`config.mk`:
```
export PLATFORM = sky130hd
export DESIGN_NAME = axil_wdata_fifo
export DESIGN_NICKNAME = d
export VERILOG_FILES = /design/src/rtl/axil_wdata_fifo.sv
export SDC_FILE = /design/constraint.sdc
export NUM_CORES = 1
export LEC_CHECK = 0
export CORE_ASPECT_RATIO = 1.2
export CORE_MARGIN = 2
export CORE_UTILIZATION = 55
export DETAILED_ROUTE_END_ITERATION = 6
export GPL_TIMING_DRIVEN = 1
export MAX_ROUTING_LAYER = met4
export PLACE_DENSITY_LB_ADDON = 0.25
export RECOVER_POWER = 25
export SLEW_MARGIN = 40
export SYNTH_ARGS = -nofsm -noshare
export SYNTH_HDL_FRONTEND = slang
export SYNTH_SLANG_ARGS = --single-unit
```
`constraint.sdc`:
```
create_clock -name ACLK -period 3.24 [get_ports ACLK]
set_clock_uncertainty 0.05 [all_clocks]
set_input_delay 0.324 -clock ACLK [delete_from_list [all_inputs] [get_ports ACLK]]
set_output_delay 0.324 -clock ACLK [all_outputs]
set_load 0.01 [all_outputs]
```
`src/rtl/axil_wdata_fifo.sv`:
```
// AXI4-Lite write-data channel buffer: in-order FIFO of W beats with per-lane
// strobe masking (zero-fill or merge with an old word) applied at the head.
module axil_wdata_fifo #(
  parameter int unsigned DATA_WIDTH = 32,
  parameter int unsigned DEPTH      = 4,
  parameter int unsigned MERGE      = 0,
  localparam int unsigned STRB_WIDTH = DATA_WIDTH / 8,
  localparam int unsigned CW         = $clog2(DEPTH) + 1
) (
  input  logic                  ACLK,
  input  logic                  ARESETn,
  input  logic                  WVALID,
  output logic                  WREADY,
  input  logic [DATA_WIDTH-1:0] WDATA,
  input  logic [STRB_WIDTH-1:0] WSTRB,
  output logic                  o_WVALID,
  input  logic                  i_WREADY,
  output logic [DATA_WIDTH-1:0] o_WDATA,
  output logic [STRB_WIDTH-1:0] o_WSTRB,
  input  logic [DATA_WIDTH-1:0] i_MERGE_DATA,
  output logic [CW-1:0]         o_COUNT,
  output logic                  o_NULL_BEAT
);

  localparam int unsigned PW = $clog2(DEPTH);

  logic [DATA_WIDTH-1:0] data_mem [DEPTH];
  logic [STRB_WIDTH-1:0] strb_mem [DEPTH];

  logic [PW-1:0] wp_q;
  logic [PW-1:0] rp_q;
  logic [CW-1:0] cnt_q;

  logic                  push;
  logic                  pop;
  logic [DATA_WIDTH-1:0] head_data;
  logic [STRB_WIDTH-1:0] head_strb;

  // Gating with ARESETn keeps every output quiet while reset is held, even
  // before the first reset edge has cleared the counter.
  assign WREADY   = ARESETn && (cnt_q != CW'(DEPTH));
  assign o_WVALID = ARESETn && (cnt_q != '0);
  assign o_COUNT  = ARESETn ? cnt_q : '0;

  assign push = WVALID && WREADY;
  assign pop  = o_WVALID && i_WREADY;

  always_ff @(posedge ACLK) begin
    if (!ARESETn) begin
      wp_q  <= '0;
      rp_q  <= '0;
      cnt_q <= '0;
    end else begin
      if (push) wp_q <= wp_q + 1'b1;
      if (pop)  rp_q <= rp_q + 1'b1;
      if (push && !pop)      cnt_q <= cnt_q + 1'b1;
      else if (pop && !push) cnt_q <= cnt_q - 1'b1;
    end
  end

  // Storage is deliberately not reset; push is already blocked during reset.
  always_ff @(posedge ACLK) begin
    if (push) begin
      data_mem[wp_q] <= WDATA;
      strb_mem[wp_q] <= WSTRB;
    end
  end

  assign head_data = data_mem[rp_q];
  assign head_strb = strb_mem[rp_q];

  always_comb begin
    o_WDATA     = '0;
    o_WSTRB     = '0;
    o_NULL_BEAT = 1'b0;
    if (o_WVALID) begin
      o_WSTRB     = head_strb;
      o_NULL_BEAT = (head_strb == '0);
      for (int i = 0; i < STRB_WIDTH; i++) begin
        if (head_strb[i])    o_WDATA[8*i +: 8] = head_data[8*i +: 8];
        else if (MERGE != 0) o_WDATA[8*i +: 8] = i_MERGE_DATA[8*i +: 8];
        else                 o_WDATA[8*i +: 8] = 8'h00;
      end
    end
  end

endmodule

```
==> impl.org <==
** Synth
- A synthesized cell averages 20.5 sq um.
- For this run, the register share of the synthesized area comes to 75.9%.
- Synthesized netlist cell count :: 289
- Total nets after synthesis :: 367
- The synthesized design contains 153 register bits.
- Counting distinct cell types in the post-synthesis netlist gives 28.
- After synthesis the cells add up to 5940 sq um.
- Synth Warn # :: 0

** Global routing
- The number of antenna violations at the first check in global routing was 1.
- The first global-routing pass estimated 17900 um of wire.
- Total overflow reported by the global router :: 0
- Entering global routing, the biggest net connects 40 pins.
- The number of global-route vias before repair was 3375.
- Combined global-route utilization of all metal layers :: 21.3%

** Critical path
- Crit end category :: primary output
- Walking the worst path, the cells encountered are mux4_2 > nor4_1 > and2_1 > clkdlybuf4s50_1.
- The worst setup path is of the reg -> out kind.
- For the worst setup path, the data arrival time is 2.60 ns.
- Setup crit start kind :: flip-flop
- On the worst path, the slowest cell contributes a delay of 0.70 ns.
- Crit path required time :: 2.87 ns
- On the critical path, the stage with the largest delay is an instance of sky130_fd_sc_hd__mux4_2.
- Highest net fanout along the worst path :: 10

** Clocking
- Post-CTS repair changed the size of 0 cells.
- The number of clock buffers added by TritonCTS is 17.
- Worst-skew pair later-pin latency :: 0.41 ns
- Clock tree from TritonCTS :: built
- After clock tree synthesis, the flow added hold-fix buffers numbering 0.
- For this design, the sink count on the clock tree is 153.
- Clock-pin slew was measured on the worst setup and hold paths at 0.06 ns.
- CTS built an H-tree with a depth of 4.
- Number of buffers between clock root and the deepest sink :: 2
- Buffers inserted by post-CTS timing repair :: 0
- Clock Tree Root :: sky130_fd_sc_hd__clkbuf_16

** Power and ir drop
- IR analysis of the VDD net gives a maximum drop of 0.000470 V.
- In this run the static leakage power is 0.00263 uW.
- Power density normalized to cell area :: 673 nW/um^2

** Cells and area
- The count of cells in the finished layout, fillers not included, comes to 534.
- In the final design database the tool counted 469 nets.
- Proportion of layout cells with a drive suffix above 1 :: 22.0%
- Area growth from synthesis to final layout :: 27.3%
- Counting the fill cells in the layout gives 624.

** Floorplanning
- In this run the standard cell core region covers 10500 sq um.
- In this run the horizontal extent of the chip is 98.8 um.
- Number of placement rows :: 41
- Starting density of the core :: 56.4%
- The floorplan step defined a die boundary enclosing 11600 sq um.
- I/O Pins :: 114
- Die height :: 118 um

** STA
- Transition at the pin with the smallest max-transition slack :: 0.541 ns
- Hold Fails Final Rpt :: 0
- Max_slew headroom :: 63.5%
- The clock period could shrink to 2.97 ns.
- Setup repair after global routing left no endpoint under its margin.
- After layout, the worst path uses 91.7% of the clock period.
- Setup_tns :: 0 ns
- The max-slew violation count is 0.
- Based on the critical path, the design can be clocked at up to 337 MHz.
- Setup violation total in the final timing report :: 0

** Placement
- Input and output buffers added on the ports amount to 81.
- Final Wtd Congestion :: 0.742
- Placed cells :: 501
- Detailed placement finished with a half-perimeter wire length of 6540 um.

** Route
- Number of vias in the routed layout :: 3078
- The detailed router finished its first iteration with 153 violations.
- Routed length per instance :: 20.7 um
- Antenna Violating Nets Remaining :: 0
- Number of vias per cell :: 5.76
- Summed over all layers, the routed wires come to 11100 um.
- The first detailed-routing pass took 4 iterations.
- Final routed DRC violation total :: 0

** Run status
- Outcome :: finished, final reports clean

** Hold path
- In this run the worst hold path is classified as reg -> reg.

** Flow run
- The tool flagged a number of max-cap violations equal to 0.
## power breakdown
| group | switching (uW) | internal, uW | total [uW] | leakage, uW |
|---|---|---|---|---|
| Sequential | 66.6 | 2260 | 2330 | 0.00138 |
| Clock | 728 | 1160 | 1890 | 0.000295 |
| Combinational | 408 | 465 | 873 | 0.000953 |
| Total | 1200 | 3890 | 5090 | 0.00263 |
## per-stage QoR
| stage | total power [uW] | utilization, % | area, sq um | setup slack, ns | hold WS [ns] |
|---|---|---|---|---|---|
| floorplan | 2860 | - | 5940 | 0.923 | 0.373 |
| global placement | 3230 | 66.3 | 6970 | 0.513 | 0.387 |
| detailed placement | 3250 | 66.3 | 6970 | 0.438 | 0.409 |
| CTS | 5140 | 71.8 | 7550 | 0.223 | 0.422 |
| global route | 5290 | 71.9 | 7560 | 0.0987 | 0.436 |
| finish | 5090 | 71.9 | 7560 | 0.269 | 0.410 |
## final timing paths
check                 start     endpoint  slack (ns)  cells after the start
setup / recovery  flip-flop  o_NULL_BEAT        0.27                      4
hold / removal      rp_q[1]    flip-flop        0.41                      1
setup reg to reg   cnt_q[0]     cnt_q[2]        0.84                      7
hold reg to reg     rp_q[1]    flip-flop        0.41                      1
## synth_stat cells
library cell / count / share of area, %
sky130_fd_sc_hd__nand3_1: 1 / 0.084
sky130_fd_sc_hd__buf_2: 5 / 0.42
sky130_fd_sc_hd__nor2_1: 5 / 0.32
sky130_fd_sc_hd__a21oi_1: 3 / 0.25
sky130_fd_sc_hd__clkbuf_1: 6 / 0.38
sky130_fd_sc_hd__o31a_1: 1 / 0.15
sky130_fd_sc_hd__dfxtp_1: 9 / 3.0
sky130_fd_sc_hd__inv_1: 9 / 0.57
sky130_fd_sc_hd__ha_1: 5 / 1.1
sky130_fd_sc_hd__mux4_2: 36 / 14
sky130_fd_sc_hd__nor3b_1: 1 / 0.13
sky130_fd_sc_hd__or3_1: 1 / 0.11
sky130_fd_sc_hd__or3b_2: 1 / 0.15
sky130_fd_sc_hd__o311ai_0: 1 / 0.15
sky130_fd_sc_hd__nor3_1: 1 / 0.084
sky130_fd_sc_hd__buf_1: 2 / 0.13
sky130_fd_sc_hd__nor4_1: 1 / 0.11
sky130_fd_sc_hd__fa_1: 1 / 0.34
sky130_fd_sc_hd__xor2_1: 3 / 0.44
sky130_fd_sc_hd__and3_1: 32 / 3.4
sky130_fd_sc_hd__o31ai_1: 2 / 0.25
sky130_fd_sc_hd__nand4_1: 2 / 0.21
sky130_fd_sc_hd__and2_1: 8 / 0.84
sky130_fd_sc_hd__buf_6: 1 / 0.19
sky130_fd_sc_hd__nand2_1: 5 / 0.32
sky130_fd_sc_hd__edfxtp_1: 144 / 73
sky130_fd_sc_hd__mux2i_1: 2 / 0.34
sky130_fd_sc_hd__o21ai_0: 1 / 0.084
## layer usage
layer	vias up	share of wire (%)	track usage, %
met3	13	5.4	5.64
met4	0	1.3	7.19
met2	102	53	34.5
li1	1388	-	-
met5	-	0	-
met1	1575	40	26.4
## worst max-delay path, delay by kind of cell, from the launching register on
kind | cells | cell delay (ns)
flip-flops | 1 | 0.51
AND/OR/NAND/NOR | 2 | 0.44
buffers and inverters | 1 | 0.53
multiplexers | 1 | 0.70
## cells by family after synthesis
kind of cell | Yosys count | share of synthesized area, %
xor gates and xnor gates | 3 | 0.443
adders and majority gates | 6 | 1.39
buffers and inverters | 23 | 1.69
AOI/OAI and AO/OA | 8 | 0.885
muxes | 38 | 14.0
and+or+nand+nor | 58 | 5.71
DFF | 153 | 75.9
## cell usage in the layout (no fill, tap or decap), types with 2 or more instances in the layout
cell / Yosys / routed
sky130_fd_sc_hd__and2_1: 8 / 4
sky130_fd_sc_hd__clkbuf_16: 0 / 21
sky130_fd_sc_hd__mux4_2: 36 / 36
sky130_fd_sc_hd__ha_1: 5 / 5
sky130_fd_sc_hd__xor2_1: 3 / 3
sky130_fd_sc_hd__inv_4: 0 / 4
sky130_fd_sc_hd__and3_1: 32 / 32
sky130_fd_sc_hd__dfxtp_1: 9 / 7
sky130_fd_sc_hd__o31ai_1: 2 / 2
sky130_fd_sc_hd__clkdlybuf4s50_1: 0 / 59
sky130_fd_sc_hd__clkbuf_1: 6 / 2
sky130_fd_sc_hd__nand2_1: 5 / 5
sky130_fd_sc_hd__and2_2: 0 / 4
sky130_fd_sc_hd__mux2i_1: 2 / 2
sky130_fd_sc_hd__nand4_1: 2 / 2
sky130_fd_sc_hd__clkinv_2: 0 / 4
sky130_fd_sc_hd__dlygate4sd3_1: 0 / 22
sky130_fd_sc_hd__dfxtp_2: 0 / 2
sky130_fd_sc_hd__inv_1: 9 / 9
sky130_fd_sc_hd__edfxtp_1: 144 / 144
sky130_fd_sc_hd__a21oi_1: 3 / 3
sky130_fd_sc_hd__buf_4: 0 / 16
sky130_fd_sc_hd__nor2_1: 5 / 5
## sequential cells by signal, summed over array words and instances, names as in the netlist, named ones only
signal / count
data_mem: 128
rp_q: 2
strb_mem: 16
wp_q: 2
cnt_q: 3
## layout make-up
type,instances,area [sq um],area share [%]
repair buffers,97,931,12.3
diodes,1,2.50,0.0331
inverters,9,33.8,0.447
multi-input cells,113,1340,17.7
flip-flops and latches,153,4510,59.6
well taps,129,161,2.14
clock inverters,9,52.6,0.695
clock buffers,23,533,7.05
Power figures use the tool's default switching activity.
